### config.mk
export PLATFORM = sky130hd
export DESIGN_NAME = uart_io_tx_flat
export DESIGN_NICKNAME = d
export VERILOG_FILES = /design/src/rtl/uart_io_pkg.sv /design/src/rtl/uart_io_tx_if.sv /design/src/rtl/uart_io_tx_sync_fifo.sv /design/src/rtl/uart_io_tx.sv /design/src/flat_wrapper.sv
export SDC_FILE = /design/constraint.sdc
export NUM_CORES = 1
export LEC_CHECK = 0
export BUFFER_PORTS_ARGS = -buffer_cell sky130_fd_sc_hd__buf_2
export CAP_MARGIN = 40
export CORE_UTILIZATION = 44
export DETAILED_ROUTE_END_ITERATION = 8
export GPL_ROUTABILITY_DRIVEN = 0
export PLACE_DENSITY = 0.67
export SETUP_SLACK_MARGIN = 0.4
export SLEW_MARGIN = 20
export SYNTH_ARGS = -nofsm -noshare
export SYNTH_HDL_FRONTEND = slang
export SYNTH_SLANG_ARGS = --single-unit
### constraint.sdc
create_clock -name clk -period 2.6 [get_ports clk]
set_input_delay 0 -clock clk [delete_from_list [all_inputs] [get_ports clk]]
set_output_delay 0 -clock clk [all_outputs]
set_load 0.05 [all_outputs]
### src/rtl/uart_io_pkg.sv
// Shared definitions for the memory-mapped UART transmitter: FSM states,
// status word layout and the I/O decode constants.
package uart_io_pkg;

  typedef enum logic [1:0] {
    IDLE  = 2'd0,
    START = 2'd1,
    DATA  = 2'd2,
    STOP  = 2'd3
  } tx_state_e;

  localparam int unsigned DATA_W       = 32;
  localparam int unsigned BYTE_W       = 8;

  localparam int unsigned ST_BUSY      = 0;
  localparam int unsigned ST_EMPTY     = 1;
  localparam int unsigned ST_FULL      = 2;
  localparam int unsigned ST_OVF       = 3;
  localparam int unsigned ST_COUNT_LSB = 8;

  localparam logic [DATA_W-1:0] IO_ADDR = 32'hFFFF_FFFC;
  localparam int unsigned CTRL_CLR_BIT  = 8;

endpackage

### src/rtl/uart_io_tx_if.sv
// Store-side I/O strobe and status word between the processor and the UART.
interface uart_io_tx_if;
  import uart_io_pkg::*;

  logic              io_rw;
  logic [DATA_W-1:0] io_wdata;
  logic [DATA_W-1:0] io_status;

  modport master (output io_rw, output io_wdata, input io_status);
  modport slave  (input io_rw, input io_wdata, output io_status);

endinterface

### src/rtl/uart_io_tx_sync_fifo.sv
// Single-clock FIFO with registered storage and a combinationally visible head.
module sync_fifo #(
  parameter int unsigned WIDTH = 8,
  parameter int unsigned DEPTH = 8
) (
  input  logic                   clk,
  input  logic                   reset,
  input  logic                   push,
  input  logic                   pop,
  input  logic [WIDTH-1:0]       din,
  output logic [WIDTH-1:0]       head,
  output logic                   full,
  output logic                   empty,
  output logic [$clog2(DEPTH):0] count
);

  localparam int unsigned AW = $clog2(DEPTH);
  localparam int unsigned CW = AW + 1;

  logic [WIDTH-1:0] mem [DEPTH];
  logic [AW-1:0]    wptr;
  logic [AW-1:0]    rptr;
  logic [CW-1:0]    cnt;

  // Pointers wrap naturally since DEPTH is a power of two.
  always_ff @(posedge clk or posedge reset) begin
    if (reset) begin
      wptr <= '0;
      rptr <= '0;
      cnt  <= '0;
    end else begin
      if (push) wptr <= wptr + AW'(1);
      if (pop)  rptr <= rptr + AW'(1);
      case ({push, pop})
        2'b10:   cnt <= cnt + CW'(1);
        2'b01:   cnt <= cnt - CW'(1);
        default: cnt <= cnt;
      endcase
    end
  end

  always_ff @(posedge clk) begin
    if (push) mem[wptr] <= din;
  end

  assign head  = mem[rptr];
  assign full  = (cnt == CW'(DEPTH));
  assign empty = (cnt == '0);
  assign count = cnt;

endmodule

### src/rtl/uart_io_tx.sv
// I/O-mapped UART 8N1 transmitter: stores to the I/O word are queued in a
// FIFO and serialised; a combinational status word feeds the load mux.
module uart_io_tx
  import uart_io_pkg::*;
#(
  parameter int unsigned CLKS_PER_BIT = 434,
  parameter int unsigned FIFO_DEPTH   = 8
) (
  input  logic         clk,
  input  logic         reset,
  uart_io_tx_if.slave  io,
  output logic         uart_tx
);

  localparam int unsigned AW = $clog2(FIFO_DEPTH);
  localparam int unsigned CW = AW + 1;
  localparam int unsigned BW = $clog2(CLKS_PER_BIT);

  tx_state_e         state_q, state_d;
  logic [BW-1:0]     baud_q, baud_d;
  logic [2:0]        bit_q, bit_d;
  logic [BYTE_W-1:0] shift_q, shift_d;
  logic              tx_q, tx_d;
  logic              ovf_q;

  logic              wr_byte, wr_ctrl, push, pop, ovf_set;
  logic              full, empty, baud_end;
  logic [CW-1:0]     count;
  logic [BYTE_W-1:0] head;
  logic              unused_wdata_hi;

  assign wr_ctrl  = io.io_rw &&  io.io_wdata[CTRL_CLR_BIT];
  assign wr_byte  = io.io_rw && !io.io_wdata[CTRL_CLR_BIT];
  // A pop on the same edge frees a slot, so a full FIFO can still accept.
  assign push     = wr_byte && (!full || pop);
  assign ovf_set  = wr_byte && full && !pop;
  assign baud_end = (baud_q == BW'(CLKS_PER_BIT - 1));
  assign unused_wdata_hi = ^io.io_wdata[DATA_W-1:CTRL_CLR_BIT+1];

  sync_fifo #(
    .WIDTH (BYTE_W),
    .DEPTH (FIFO_DEPTH)
  ) u_fifo (
    .clk   (clk),
    .reset (reset),
    .push  (push),
    .pop   (pop),
    .din   (io.io_wdata[BYTE_W-1:0]),
    .head  (head),
    .full  (full),
    .empty (empty),
    .count (count)
  );

  always_ff @(posedge clk or posedge reset) begin
    if (reset) begin
      state_q <= IDLE;
      baud_q  <= '0;
      bit_q   <= '0;
      shift_q <= '0;
      tx_q    <= 1'b1;
    end else begin
      state_q <= state_d;
      baud_q  <= baud_d;
      bit_q   <= bit_d;
      shift_q <= shift_d;
      tx_q    <= tx_d;
    end
  end

  // Set wins over a same-edge clear.
  always_ff @(posedge clk or posedge reset) begin
    if (reset)        ovf_q <= 1'b0;
    else if (ovf_set) ovf_q <= 1'b1;
    else if (wr_ctrl) ovf_q <= 1'b0;
  end

  // tx_d is the line level for the state being entered, keeping uart_tx registered.
  always_comb begin
    state_d = state_q;
    baud_d  = baud_q;
    bit_d   = bit_q;
    shift_d = shift_q;
    tx_d    = tx_q;
    pop     = 1'b0;
    case (state_q)
      IDLE: begin
        tx_d = 1'b1;
        if (!empty) begin
          pop     = 1'b1;
          shift_d = head;
          bit_d   = '0;
          baud_d  = '0;
          state_d = START;
          tx_d    = 1'b0;
        end
      end
      START: begin
        tx_d = 1'b0;
        if (baud_end) begin
          baud_d  = '0;
          state_d = DATA;
          tx_d    = shift_q[0];
        end else begin
          baud_d = baud_q + BW'(1);
        end
      end
      DATA: begin
        tx_d = shift_q[0];
        if (baud_end) begin
          baud_d  = '0;
          shift_d = shift_q >> 1;
          if (bit_q == 3'd7) begin
            state_d = STOP;
            tx_d    = 1'b1;
          end else begin
            bit_d = bit_q + 3'd1;
            tx_d  = shift_q[1];
          end
        end else begin
          baud_d = baud_q + BW'(1);
        end
      end
      STOP: begin
        tx_d = 1'b1;
        if (baud_end) begin
          baud_d  = '0;
          state_d = IDLE;
        end else begin
          baud_d = baud_q + BW'(1);
        end
      end
      default: begin
        state_d = IDLE;
        tx_d    = 1'b1;
      end
    endcase
  end

  always_comb begin
    io.io_status                         = '0;
    io.io_status[ST_BUSY]                = (state_q != IDLE);
    io.io_status[ST_EMPTY]               = empty;
    io.io_status[ST_FULL]                = full;
    io.io_status[ST_OVF]                 = ovf_q;
    io.io_status[ST_COUNT_LSB +: CW]     = count;
  end

  assign uart_tx = tx_q;

endmodule
### src/flat_wrapper.sv
// flat-port wrapper written by rule: the top's interface ports become plain ports
module uart_io_tx_flat import uart_io_pkg::*;
#(
  parameter int unsigned CLKS_PER_BIT = 434,
  parameter int unsigned FIFO_DEPTH   = 8
)
  (clk, reset, uart_tx, io_io_rw, io_io_wdata, io_io_status);
  uart_io_tx_if io_i ();
  input  logic clk;
  input  logic reset;
  output logic uart_tx;
  input wire logic [$bits(io_i.io_rw)-1:0] io_io_rw;
  input wire logic [$bits(io_i.io_wdata)-1:0] io_io_wdata;
  output wire logic [$bits(io_i.io_status)-1:0] io_io_status;
  assign io_i.io_rw = io_io_rw;
  assign io_i.io_wdata = io_io_wdata;
  assign io_io_status = io_i.io_status;
  uart_io_tx #(.CLKS_PER_BIT(CLKS_PER_BIT), .FIFO_DEPTH(FIFO_DEPTH)) u_core (.clk(clk), .reset(reset), .io(io_i), .uart_tx(uart_tx));
endmodule
==> results of run 1 <==
final cells by class:
cell class / count / area [sq um] / share of cell area (%)
Sequential cell: 98 / 2780 / 53.8
Inverter: 10 / 43.8 / 0.848
Timing Repair Buffer: 51 / 368 / 7.12
Clock buffer: 9 / 124 / 2.40
Tap cell: 133 / 166 / 3.22
Multi-Input combinational cell: 188 / 1610 / 31.2
Clock inverter: 7 / 76.3 / 1.48
worst max-delay path by stage:
| stage | slack, ps | endpoint | from | cells after the start |
|---|---|---|---|---|
| 3_3_place_gp | 360 | u_core.u_fifo.mem[7][3] | u_core.state_q[0] | 5 |
| 6_report | 470 | u_core.state_q[1] | u_core.u_fifo.count[0] | 6 |
| 3_5_place_dp | 340 | u_core.u_fifo.mem[2][3] | u_core.u_fifo.count[0] | 5 |
| 4_1_cts | 350 | u_core.u_fifo.mem[2][5] | u_core.u_fifo.count[0] | 5 |
| 5_1_grt | 380 | u_core.shift_q[4] | u_core.baud_q[1] | 6 |
| 2_1_floorplan | 390 | u_core.u_fifo.mem[2][0] | u_core.state_q[0] | 6 |
sequential cells by signal (all words and copies together), names as in the netlist:
register,flops
u_core.uart_tx,1
u_core.u_fifo.mem,64
u_core.u_fifo.wptr,3
u_core.bit_q,3
u_core.u_fifo.count,4
u_core.baud_q,9
u_core.state_q,2
u_core.ovf_q,1
u_core.u_fifo.rptr,3
u_core.shift_q,8
power groups by stage:
stage	logic, mW	clock network (mW)	registers, mW
finish	2.13	0.972	2.23
global route	2.35	1.06	2.27
CTS	2.04	0.997	2.24
detailed placement	2.02	0	2.27
global placement	1.94	0	2.26
floorplan	1.60	0	2.25
metal layers:
metal | vias up | part of all wire [%] | track usage (%)
met4 | 0 | 2.3 | 7.26
met5 | - | 0 | 0
met1 | 1314 | 43 | 21.4
met3 | 17 | 3.0 | 3.36
li1 | 1226 | - | -
met2 | 62 | 52 | 28.9
kinds of logic (layout without fill, tap and decap cells):
kind of cell,count (synthesis),after routing,share of synthesized area (%)
flops,98,98,61.3
simple gates,65,65,7.60
buf+inv,45,77,6.30
compound gates,44,44,7.57
mux,33,33,11.9
fa+ha+maj,12,12,3.32
xor+xnor,10,10,1.93
other cells,1,24,0.0828
worst reg2reg max path, cell delays in order (launching register included):
cell	delay (ps)
dfrtp_2	480
buf_4	160
or4_4	590
clkinv_4	110
nand2_4	80
a32o_1	300
mux2_4	300
layout by cell type (no fill, tap or decap), types with 3 or more instances in the layout:
cell type       n
dfrtp_2         3
clkinv_4        3
nand3_1         6
a21oi_1         7
dfrtp_1        30
xnor2_1         5
mux2_2          4
inv_8           3
nand4_1         3
conb_1         24
nor2b_1         3
a22o_1          4
buf_4          19
inv_1           7
o22ai_1         3
nor2_1         18
ha_1           11
edfxtp_1       64
nand2_1        12
mux4_2         16
clkbuf_8        9
buf_2          20
dlygate4sd3_1  11
mux2i_1        12
a221o_1         6
xor2_1          5
o21ai_0         6
stage by stage:
step           power (mW)  hold slack, ps  worst slack [ps]  util, %  cells
2_1_floorplan        3.85            86.1               390        -    331
3_3_place_gp         4.20             147               363     47.8    455
3_5_place_dp         4.29             132               339     48.2    461
4_1_cts              5.27             214               354     51.5    488
5_1_grt              5.68             282               381     52.4    496
6_report             5.33             236               470     52.4    496
timing repair:
action	4_1_cts	5_1_grt
gates resized for setup	3	11
setup endpoints to repair	27	56
hold endpoints to repair	81	0
hold buffers	11	0
setup buffers	0	6
pin swaps	0	1
==> impl_results.md, run 1 <==
- Share of the synthesized area in the top cell type: 42.4%
- Normalized max-slew margin: 47.9%
- Final Cycle Share: ~80%
- Post-synth top cells: 64 x edfxtp_1, 33 x dfrtp_1, 27 x buf_4
- Design area: 5160 sq um
- Slew Viols, Final: 0
- MaxCap Viol Count: 0
- Synth Cell Area: 4530 sq um
- Post-route ant nets: 0
- Most used flip-flop cell after synthesis: edfxtp_1
- Layout area overhead: 14.1%
- Port buffer count: 20
- DRC Markers: 0
- Switching fraction of total power: between 30% and 40%
- Die Y: 103 um
- Router iterations before antenna repair: 4
- Gr ovfl total: 0
- Row cnt: 36
- Num CTS Buffers: 9
- Reg power frac: between 40% and 50%
- Post-DP HPWL: 5720 um
- Final min period: 2130 ps
- Net Sw Power: 2.05 mW
- Most common cell in the netlist: edfxtp_1
- WL/cell: roughly 17 um
- CTS tree: done
- Initial core utilization: 45.9%
- CP top delay family: simple AND/OR/NAND/NOR gates
- Ports: 68
- Critical path, cell by cell: buf_4, or4_4, clkinv_4, nand2_4, a32o_1, mux2_4
- Drt first-iter violations: 94
- Dpl cell area: 4760 sq um
- #FFs+latches synth: approximately 100
- Vias in the first global route: between 2000 and 3000
- First-pass GRT wire length: about 13000 um
- Worst reg2reg setup slack: ~470 ps
- CP Data Arrival Time: ~2400 ps
- Clock root buffer: clkbuf_8
- Critical path class: reg2reg
- Core ar.: between 9000 and 10000 sq um
- Post-synth EDFFs: 64
- Hold EP: u_core.u_fifo.count[1]
- Endpoints failing setup: 0
- Via Count: 2619
- CP peak stage delay: between 500 and 600 ps
- Netlist cell types: 55
- Gate power share: between 30% and 40%
- Reg2Reg Launch Point: u_core.u_fifo.count[0]
- Clock Skews: roughly 13 ps
- Buf/Inv on CP: 2
- Detailed-route wire length: just over 8000 um
- Die Width: 103 um
- Pwr Density: between 1000 and 1500 nW/um^2
- Sequential area share after synthesis: between 60% and 70%
- Antenna violations before repair: 0
- RR Endpoint: u_core.state_q[1]
- Clock share of power: 18.2%
- Worst-case reg-to-reg path depth: 6
- Skew-Pair Late Insertion Delay: ~370 ps
- RSZ-0062 raised after global routing: true
- Crit end category: flip-flop
- Worst IR drop on VDD: 0.501 mV
- Largest net degree at the start of global routing: 21
- Share of cells above drive strength 1: a little over a quarter
- Fin Setup TNS: 0 ps
- Clock sink total: 98
- Asr flop ratio synth: 34.7%
- Final Hold Fails: 0
- Hold_sp: io_io_rw
- Via density: roughly 5.3
- Ranking of synthesized cells by area: edfxtp_1 42%, dfrtp_1 18%, mux4_2 8.0%, buf_4 4.5%, ha_1 3.3%
- Clk slew on worst S/H paths: about 100 ps
- H-tree Lvls: 3
- Cells after Synth: around 310
- Clock tree buffer depth: 2
- ANT cells: 0
- Element type at the critical path start: flip-flop
- Worst-path fanout max: 7
- Worst-Margin Slew: about 800 ps
- Layout Nets: a little over 400
- Int Pwr: between 3 and 4 mW
- Cell depth of the worst hold path: 4
- Maximum clock rate: around 0.47 GHz
- Status: finished clean
- Total Routing Usage GR: 17.1%
- Yosys warning total: 0
- Worst path required time: 2850 ps
- Synth Area per Inst: about 15 sq um
- Area of the die: 10700 sq um
- Hold crit path type: in2reg
- Leakage power: between 2 and 2.5 nW
- Slowest CP cell: or4_4
- Post-synth top area cell: edfxtp_1
- Fillers: 795
No activity file was read; power rests on OpenSTA's default activity.
==> inputs of run 2 (changes only) <==
Settings changed: ABC_AREA set to 1, PLACE_DENSITY 0.67 to 0.66.
Clock period 2.6 ns to 1.8 ns, I/O delays scaled along.
==> run 2 against run 1 <==
Net effect: routed wire length up 20%; combinational power fell by 26%; clock power increased by 54%; cell area increased by 20%; flip-flop and latch count unchanged; non-clock buffer count grew 38; sequential power up 24%; worst setup slack got worse by 370 ps; synthesized area increased by 4.0%; maximum frequency is 26% higher.
==> impl_results.md, run 2 <==
- Status: finished clean (unchanged)
- Layout Nets: 584 (was 405)
- Drt first-iter violations: 152 (was 94)
- Total Routing Usage GR: 18.0% (was 17.1%)
- Element type at the critical path start: flip-flop (unchanged)
- Worst IR drop on VDD: 0.554 mV (was 0.501 mV)
- Via Count: 3396 (was 2619)
- Critical path class: reg2reg (unchanged)
- Worst-case reg-to-reg path depth: 7 (was 6)
- Crit end category: flip-flop (unchanged)
- Detailed-route wire length: 9830 um (was 8210 um)
- MaxCap Viol Count: 0 (unchanged)
- Hold Slack: 229 ps (was 236 ps)
- Final min period: 1700 ps (was 2130 ps)
- FF+latch area: 2780 sq um (about the same)
- Top reg by flops: u_core.u_fifo.mem (unchanged)
- Clock root buffer: clkbuf_8 (unchanged)
- Final Cycle Share: 94.3% (was 81.9%)
- Post-DP HPWL: 6040 um (was 5720 um)
- Fin Setup TNS: 0 ps (unchanged)
- Int Pwr: 3.85 mW (was 3.28 mW)
- Most common cell in the netlist: nor2_1 (was edfxtp_1)
- Largest net degree at the start of global routing: 35 (was 21)
- Gate power share: 26.9% (was 39.9%)
- Num CTS Buffers: 9 (unchanged)
- Worst reg2reg setup slack: 100 ps (was 470 ps)
- Area of the die: 11100 sq um (was 10700 sq um)
- Worst-path fanout max: 8 (was 7)
- Ports: 68 (unchanged)
- Core ar.: 10400 sq um (was 9860 sq um)
- Clk slew on worst S/H paths: 100 ps (about the same)
- Vias in the first global route: 3261 (was 2614)
- Met3 routed WL: 305 um (was 250 um)
- Yosys warning total: 0 (unchanged)
- Most frequent cells in the layout: 64 x edfxtp_1, 61 x nor2_1, 48 x nand2_1, 46 x o21ai_0, 29 x dfrtp_1 (was 64 x edfxtp_1, 30 x dfrtp_1, 24 x conb_1, 20 x buf_2, 19 x buf_4)
- Hold EP: u_core.ovf_q (was u_core.u_fifo.count[1])
- Post-synth EDFFs: 64 (unchanged)
- Layout area overhead: 31.3% (was 14.1%)
- Net Sw Power: 1.99 mW (was 2.05 mW)
- Maximum clock rate: 0.589 GHz (was 0.470 GHz)
- Slew Viols, Final: 0 (unchanged)
- WL met2: 5160 um (was 4230 um)
- RSZ-0062 raised after global routing: true (unchanged)
- Max Used Layer: met4 (unchanged)
- Reg2Reg Launch Point: u_core.state_q[1] (was u_core.u_fifo.count[0])
- Synth Cell Area: 4710 sq um (was 4530 sq um)
- Dpl cell area: 5120 sq um (was 4760 sq um)
- #FFs+latches synth: 98 (unchanged)
- Total power: 5.83 mW (was 5.33 mW)
- Skew-Pair Late Insertion Delay: 350 ps (was 370 ps)
- Post-synth top cells: 74 x nor2_1, 64 x edfxtp_1, 62 x nand2_1 (was 64 x edfxtp_1, 33 x dfrtp_1, 27 x buf_4)
- Fillers: 814 (was 795)
- Switching fraction of total power: 34.0% (was 38.4%)
- First-pass GRT wire length: 15600 um (was 13300 um)
- Clock share of power: 25.8% (was 18.2%)
- Antenna violations before repair: 0 (unchanged)
- Gr ovfl total: 0 (unchanged)
- Design area: 6180 sq um (was 5160 sq um)
- Worst path required time: 1840 ps (was 2850 ps)
- Cell depth of the worst hold path: 4 (unchanged)
- DRT met1 WL: 4160 um (was 3540 um)
- Port buffer count: 20 (unchanged)
- Clock Skews: 10.3 ps (was 13.3 ps)
- H-tree Lvls: 3 (unchanged)
- Initial core utilization: 45.4% (was 45.9%)
- Reg power frac: 47.4% (was 41.8%)
- WL/cell: 14.5 um (was 16.5 um)
- Most common cell after layout, fill and taps aside: edfxtp_1 (unchanged)
- Endpoints failing setup: 0 (unchanged)
- Max reg flops: 64 (unchanged)
- Ranking of synthesized cells by area: edfxtp_1 41%, dfrtp_1 18%, o21ai_0 6.2%, nor2_1 5.9%, nand2_1 4.9% (was edfxtp_1 42%, dfrtp_1 18%, mux4_2 8.0%, buf_4 4.5%, ha_1 3.3%)
- Hold crit path type: in2reg (unchanged)
- Leakage power: 2.47 nW (was 2.02 nW)
- Router iterations before antenna repair: 4 (unchanged)
- Via density: 5.01 (was 5.28)
- Clock sink total: 98 (unchanged)
- Hold_sp: io_io_rw (unchanged)
- Pwr Density: 943 nW/um^2 (was 1030 nW/um^2)
- Asr flop ratio synth: 34.7% (unchanged)
- Sequential area share after synthesis: 58.9% (was 61.3%)
- Netlist cell types: 41 (was 55)
- Clock tree buffer depth: 2 (unchanged)
- ANT cells: 0 (unchanged)
- Cells after Synth: 453 (was 308)
- Final Hold Fails: 0 (unchanged)
- Share of cells above drive strength 1: 34.9% (was 27.0%)
- CTS tree: done (unchanged)
- Post-route ant nets: 0 (unchanged)
- Post-synth top area cell: edfxtp_1 (unchanged)
- Die Width: 105 um (was 103 um)
- Synth Area per Inst: 10.4 sq um (was 14.7 sq um)
- Biggest regs: u_core.u_fifo.mem x64, u_core.baud_q x9, u_core.shift_q x8 (unchanged)
- RR Endpoint: u_core.u_fifo.mem[6][1] (was u_core.state_q[1])
- DRC Markers: 0 (unchanged)
- Die Y: 105 um (was 103 um)
- Share of the synthesized area in the top cell type: 40.8% (was 42.4%)
- Most used flip-flop cell after synthesis: edfxtp_1 (unchanged)
- Multi-input logic area: 1960 sq um (was 1610 sq um)
- CP Data Arrival Time: 1730 ps (was 2380 ps)
- Row cnt: 37 (was 36)
run 2: cell count changes after synthesis, moves of 6 or more:
| cell | before | now |
|---|---|---|
| o21ai_0 | 8 | 58 |
| mux2i_1 | 12 | 0 |
| nand3_1 | 6 | 15 |
| a221o_1 | 6 | 0 |
| nor2_1 | 20 | 74 |
| nand2_1 | 13 | 62 |
| buf_2 | 2 | 8 |
| mux4_2 | 16 | 0 |
| inv_1 | 8 | 28 |
run 2: layout make-up:
type	instances	area share, %
Sequential cell	98	45.0
Timing Repair Buffer	89	14.4
Clock inverter	7	1.50
Multi-Input combinational cell	305	31.7
Inverter	34	2.63
Tap cell	136	2.75
Clock buffer	9	2.00
run 2: worst max-delay path by stage:
stage	startpoint	end	slack [ps]	cells past startpoint
2_1_floorplan	u_core.u_fifo.count[0]	u_core.u_fifo.count[2]	40	12
3_3_place_gp	u_core.state_q[1]	u_core.u_fifo.mem[0][2]	30	7
3_5_place_dp	u_core.state_q[1]	u_core.u_fifo.mem[0][2]	4	7
4_1_cts	u_core.state_q[0]	u_core.u_fifo.mem[6][1]	100	7
5_1_grt	u_core.state_q[1]	u_core.u_fifo.count[2]	3	12
6_report	u_core.state_q[1]	u_core.u_fifo.mem[6][1]	100	7
run 2: stage by stage:
stage	setup WS (ps)	cells	utilization, %
4_1_cts	98.2	663	56.5
5_1_grt	2.89	678	59.6
6_report	103	678	59.6
2_1_floorplan	43.5	476	-
3_3_place_gp	31.9	612	49.4
3_5_place_dp	3.65	612	49.4
run 2: what timing repair did:
| item | 4_1_cts | 5_1_grt |
|---|---|---|
| endpoints found under the hold margin | 98 | 0 |
| endpoints found under the setup margin | 100 | 99 |
| buffers inserted | 24 | 15 |
| pin swaps | 20 | 25 |
| gates resized for setup | 52 | 52 |
| hold buffers | 11 | 0 |
run 2: layer usage:
| metal | vias to the layer above | track usage (%) |
|---|---|---|
| met5 | - | 0 |
| met4 | 0 | 6.74 |
| li1 | 1654 | - |
| met3 | 23 | 4.02 |
| met1 | 1648 | 21.8 |
| met2 | 71 | 31.4 |
run 2: worst max-delay path, stage by stage (launching register included):
cell	delay, ps
dfrtp_1	400
inv_2	80
ha_4	190
inv_8	40
nand2_4	50
nand2_4	50
or2_4	290
nor2_4	260
run 2: kinds of logic (layout without fill, tap and decap cells):
group | Yosys count | after routing | synth area share, %
simple gates | 173 | 173 | 16.4
flops | 98 | 98 | 58.9
compound gates | 88 | 88 | 11.5
buf+inv | 73 | 139 | 8.37
fa+ha+maj | 12 | 12 | 3.19
xor+xnor | 8 | 8 | 1.49
other cells | 1 | 24 | 0.0796
run 2: power by group through the flow:
stage | combinational, mW | clock (mW) | sequential, mW
final | 1.57 | 1.50 | 2.76
after detailed placement | 1.20 | 0 | 2.79
after global routing | 1.68 | 1.62 | 2.78
after CTS | 1.44 | 1.54 | 2.75
after floorplan | 0.816 | 0 | 2.93
after global placement | 1.17 | 0 | 2.78
==> inputs of run 3 (changes only) <==
Settings changed: ABC_AREA 1 to unset, PLACE_DENSITY 0.66 to 0.67.
==> run 3 against run 2 <==
Net effect: the run now ends with setup timing left; largest cell class unchanged; first-iteration DRC count fell by 18%; via count is 17% lower; clock skew barely moved; hold slack got worse by 17 ps; register-to-register slack lost 140 ps; sequential share of layout area rose by 2.3 points; clock power hardly changed; total power is 58% higher; maximum frequency is 7.7% lower; cell area down 5.0%; combinational power increased to 2.9 times the previous value; cell count is 22% lower.
==> impl_results.md, run 3 (same netlist as run 1, synthesis figures left out) <==
- Status: finished, violations left (was finished clean)
- Violated checks: setup timing
- Die Y: 103 um (was 105 um)
- Row cnt: 36 (was 37)
- Final Hold Fails: 0 (unchanged)
- Endpoints failing setup: 9 (was 0)
- ANT cells: 0 (unchanged)
- Initial core utilization: 45.9% (was 45.4%)
- Crit end category: flip-flop (unchanged)
- H-tree Lvls: 3 (unchanged)
- Top reg by flops: u_core.u_fifo.mem (unchanged)
- Detailed-route wire length: 9300 um (was 9830 um)
- Slew Viols, Final: 0 (unchanged)
- DRC Markers: 0 (unchanged)
- Area of the die: 10700 sq um (was 11100 sq um)
- First-pass GRT wire length: 14500 um (was 15600 um)
- Core ar.: 9860 sq um (was 10400 sq um)
- CTS tree: done (unchanged)
- Biggest regs: u_core.u_fifo.mem x64, u_core.baud_q x9, u_core.shift_q x8 (unchanged)
- Via density: 5.33 (was 5.01)
- Clk slew on worst S/H paths: 100 ps (about the same)
- Normalized max-slew margin: between 50 and 60%
- Vias in the first global route: 2734 (was 3261)
- WL/cell: 17.6 um (was 14.5 um)
- Fin worst setup slack: -38.8 ps (was 103 ps)
- Antenna violations before repair: 0 (unchanged)
- MaxCap Viol Count: 0 (unchanged)
- Maximum clock rate: 0.544 GHz (was 0.589 GHz)
- RSZ-0062 raised after global routing: true (unchanged)
- Die Width: 103 um (was 105 um)
- Most common cell after layout, fill and taps aside: edfxtp_1 (unchanged)
- Final min period: 1840 ps (was 1700 ps)
- Worst-path fanout max: 4 (was 8)
- Drt first-iter violations: 124 (was 152)
- Router iterations before antenna repair: 4 (unchanged)
- Clock sink total: 98 (unchanged)
- Layout area overhead: 29.7% (was 31.3%)
- Clock root buffer: clkbuf_8 (unchanged)
- Worst-Margin Slew: between 600 and 700 ps
- Post-DP HPWL: 6150 um (was 6040 um)
- Worst IR drop on VDD: 0.881 mV (was 0.554 mV)
- Element type at the critical path start: flip-flop (unchanged)
- Fin Setup TNS: -191 ps (was 0 ps)
- CP Data Arrival Time: 2100 ps (was 1730 ps)
- Port buffer count: 20 (unchanged)
- Ports: 68 (unchanged)
- Total Routing Usage GR: 18.9% (was 18.0%)
- Num CTS Buffers: 9 (unchanged)
- Most frequent cells in the layout: 64 x edfxtp_1, 34 x buf_4, 29 x dfrtp_1, 24 x conb_1, 17 x buf_2 (was 64 x edfxtp_1, 61 x nor2_1, 48 x nand2_1, 46 x o21ai_0, 29 x dfrtp_1)
- Clock tree buffer depth: 2 (unchanged)
- Gr ovfl total: 0 (unchanged)
- Final Cycle Share: 102% (was 94.3%)
- Critical path class: reg2reg (unchanged)
- Hold Slack: 211 ps (was 229 ps)
- Layout Nets: 438 (was 584)
- Pwr Density: 1570 nW/um^2 (was 943 nW/um^2)
- Setup Slack @ Placement: -82.2 ps (was 3.65 ps)
- Post-route ant nets: 0 (unchanged)
- Leakage power: 2.28 nW (was 2.47 nW)
- Hold crit path type: in2reg (unchanged)
- Largest net degree at the start of global routing: 21 (was 35)
- Worst path required time: 2060 ps (was 1840 ps)
- Via Count: 2820 (was 3396)
- Share of cells above drive strength 1: 42.9% (was 34.9%)
- Skew-Pair Late Insertion Delay: 370 ps (was 350 ps)
- Clock Skews: 10.3 ps (about the same)
- Fin util: 59.6% (about the same)
- Max reg flops: 64 (unchanged)
-- run 3: cell count changes in the layout (fill, tap and decap cells not counted), sizes merged, moves of 10 or more --
cell   previous run  this run
nor2             78        20
nand2            70        14
o21ai            64         8
inv              38        10
mux4              0        16
mux2i             0        12
nand3            16         6
-- run 3: worst paths after layout --
kind / from / to / slack (ps) / cells past startpoint
max: u_core.u_fifo.count[2] / u_core.state_q[1] / -40 / 5
min: io_io_wdata[8] / u_core.u_fifo.count[1] / 210 / 4
max reg2reg: u_core.u_fifo.count[2] / u_core.state_q[1] / -40 / 5
min reg2reg: u_core.shift_q[7] / u_core.shift_q[7] / 510 / 1
max in group asynchronous: reset / u_core.u_fifo.count[2] / 1000 / 4
min in group asynchronous: reset / u_core.baud_q[8] / 240 / 3
-- run 3: metrics by stage --
step / std cells / area [sq um] / total power [mW]
after floorplan: 331 / 4760 / 5.76
after global placement: 482 / 5070 / 6.75
after detailed placement: 482 / 5070 / 6.84
after CTS: 521 / 5690 / 8.89
after global routing: 529 / 5870 / 9.70
final: 529 / 5870 / 9.21
-- run 3: worst max-delay path: stages, from the launching register on --
cell and delay (ps):
dfrtp_2 450, or4_4 540, clkinv_4 100, nand2_4 60, a32o_2 290, mux2_4 300
-- run 3: layer usage --
metal	routed length [um]	share of wire [%]	GRT usage, %
met1	4170	45	26.0
met2	4630	50	30.5
met3	372	4.0	4.30
met4	130	1.4	5.31
met5	0	0	0
-- run 3: layout make-up --
cell class / instances / area [sq um]
fill: 760 / 3990
sequential: 98 / 2780
multi-input combinational: 188 / 1900
timing repair buffer: 84 / 752
tap: 133 / 166
clock buffer: 9 / 124
clock inverter: 7 / 93.8
inverter: 10 / 61.3
-- run 3: repair_timing --
item                                    in CTS  in global routing
endpoints found under the setup margin     100                100
gates resized for setup                     48                 28
pin swaps                                   18                 13
buffers inserted                            12                  8
hold endpoints to repair                    78                  0
hold buffers                                11                  0
-- run 3: power breakdown --
group	total [mW]	switching, mW	internal, mW
clock network	1.51	0.833	0.680
registers	3.15	0.343	2.80
logic	4.55	2.26	2.29
total	9.21	3.43	5.78
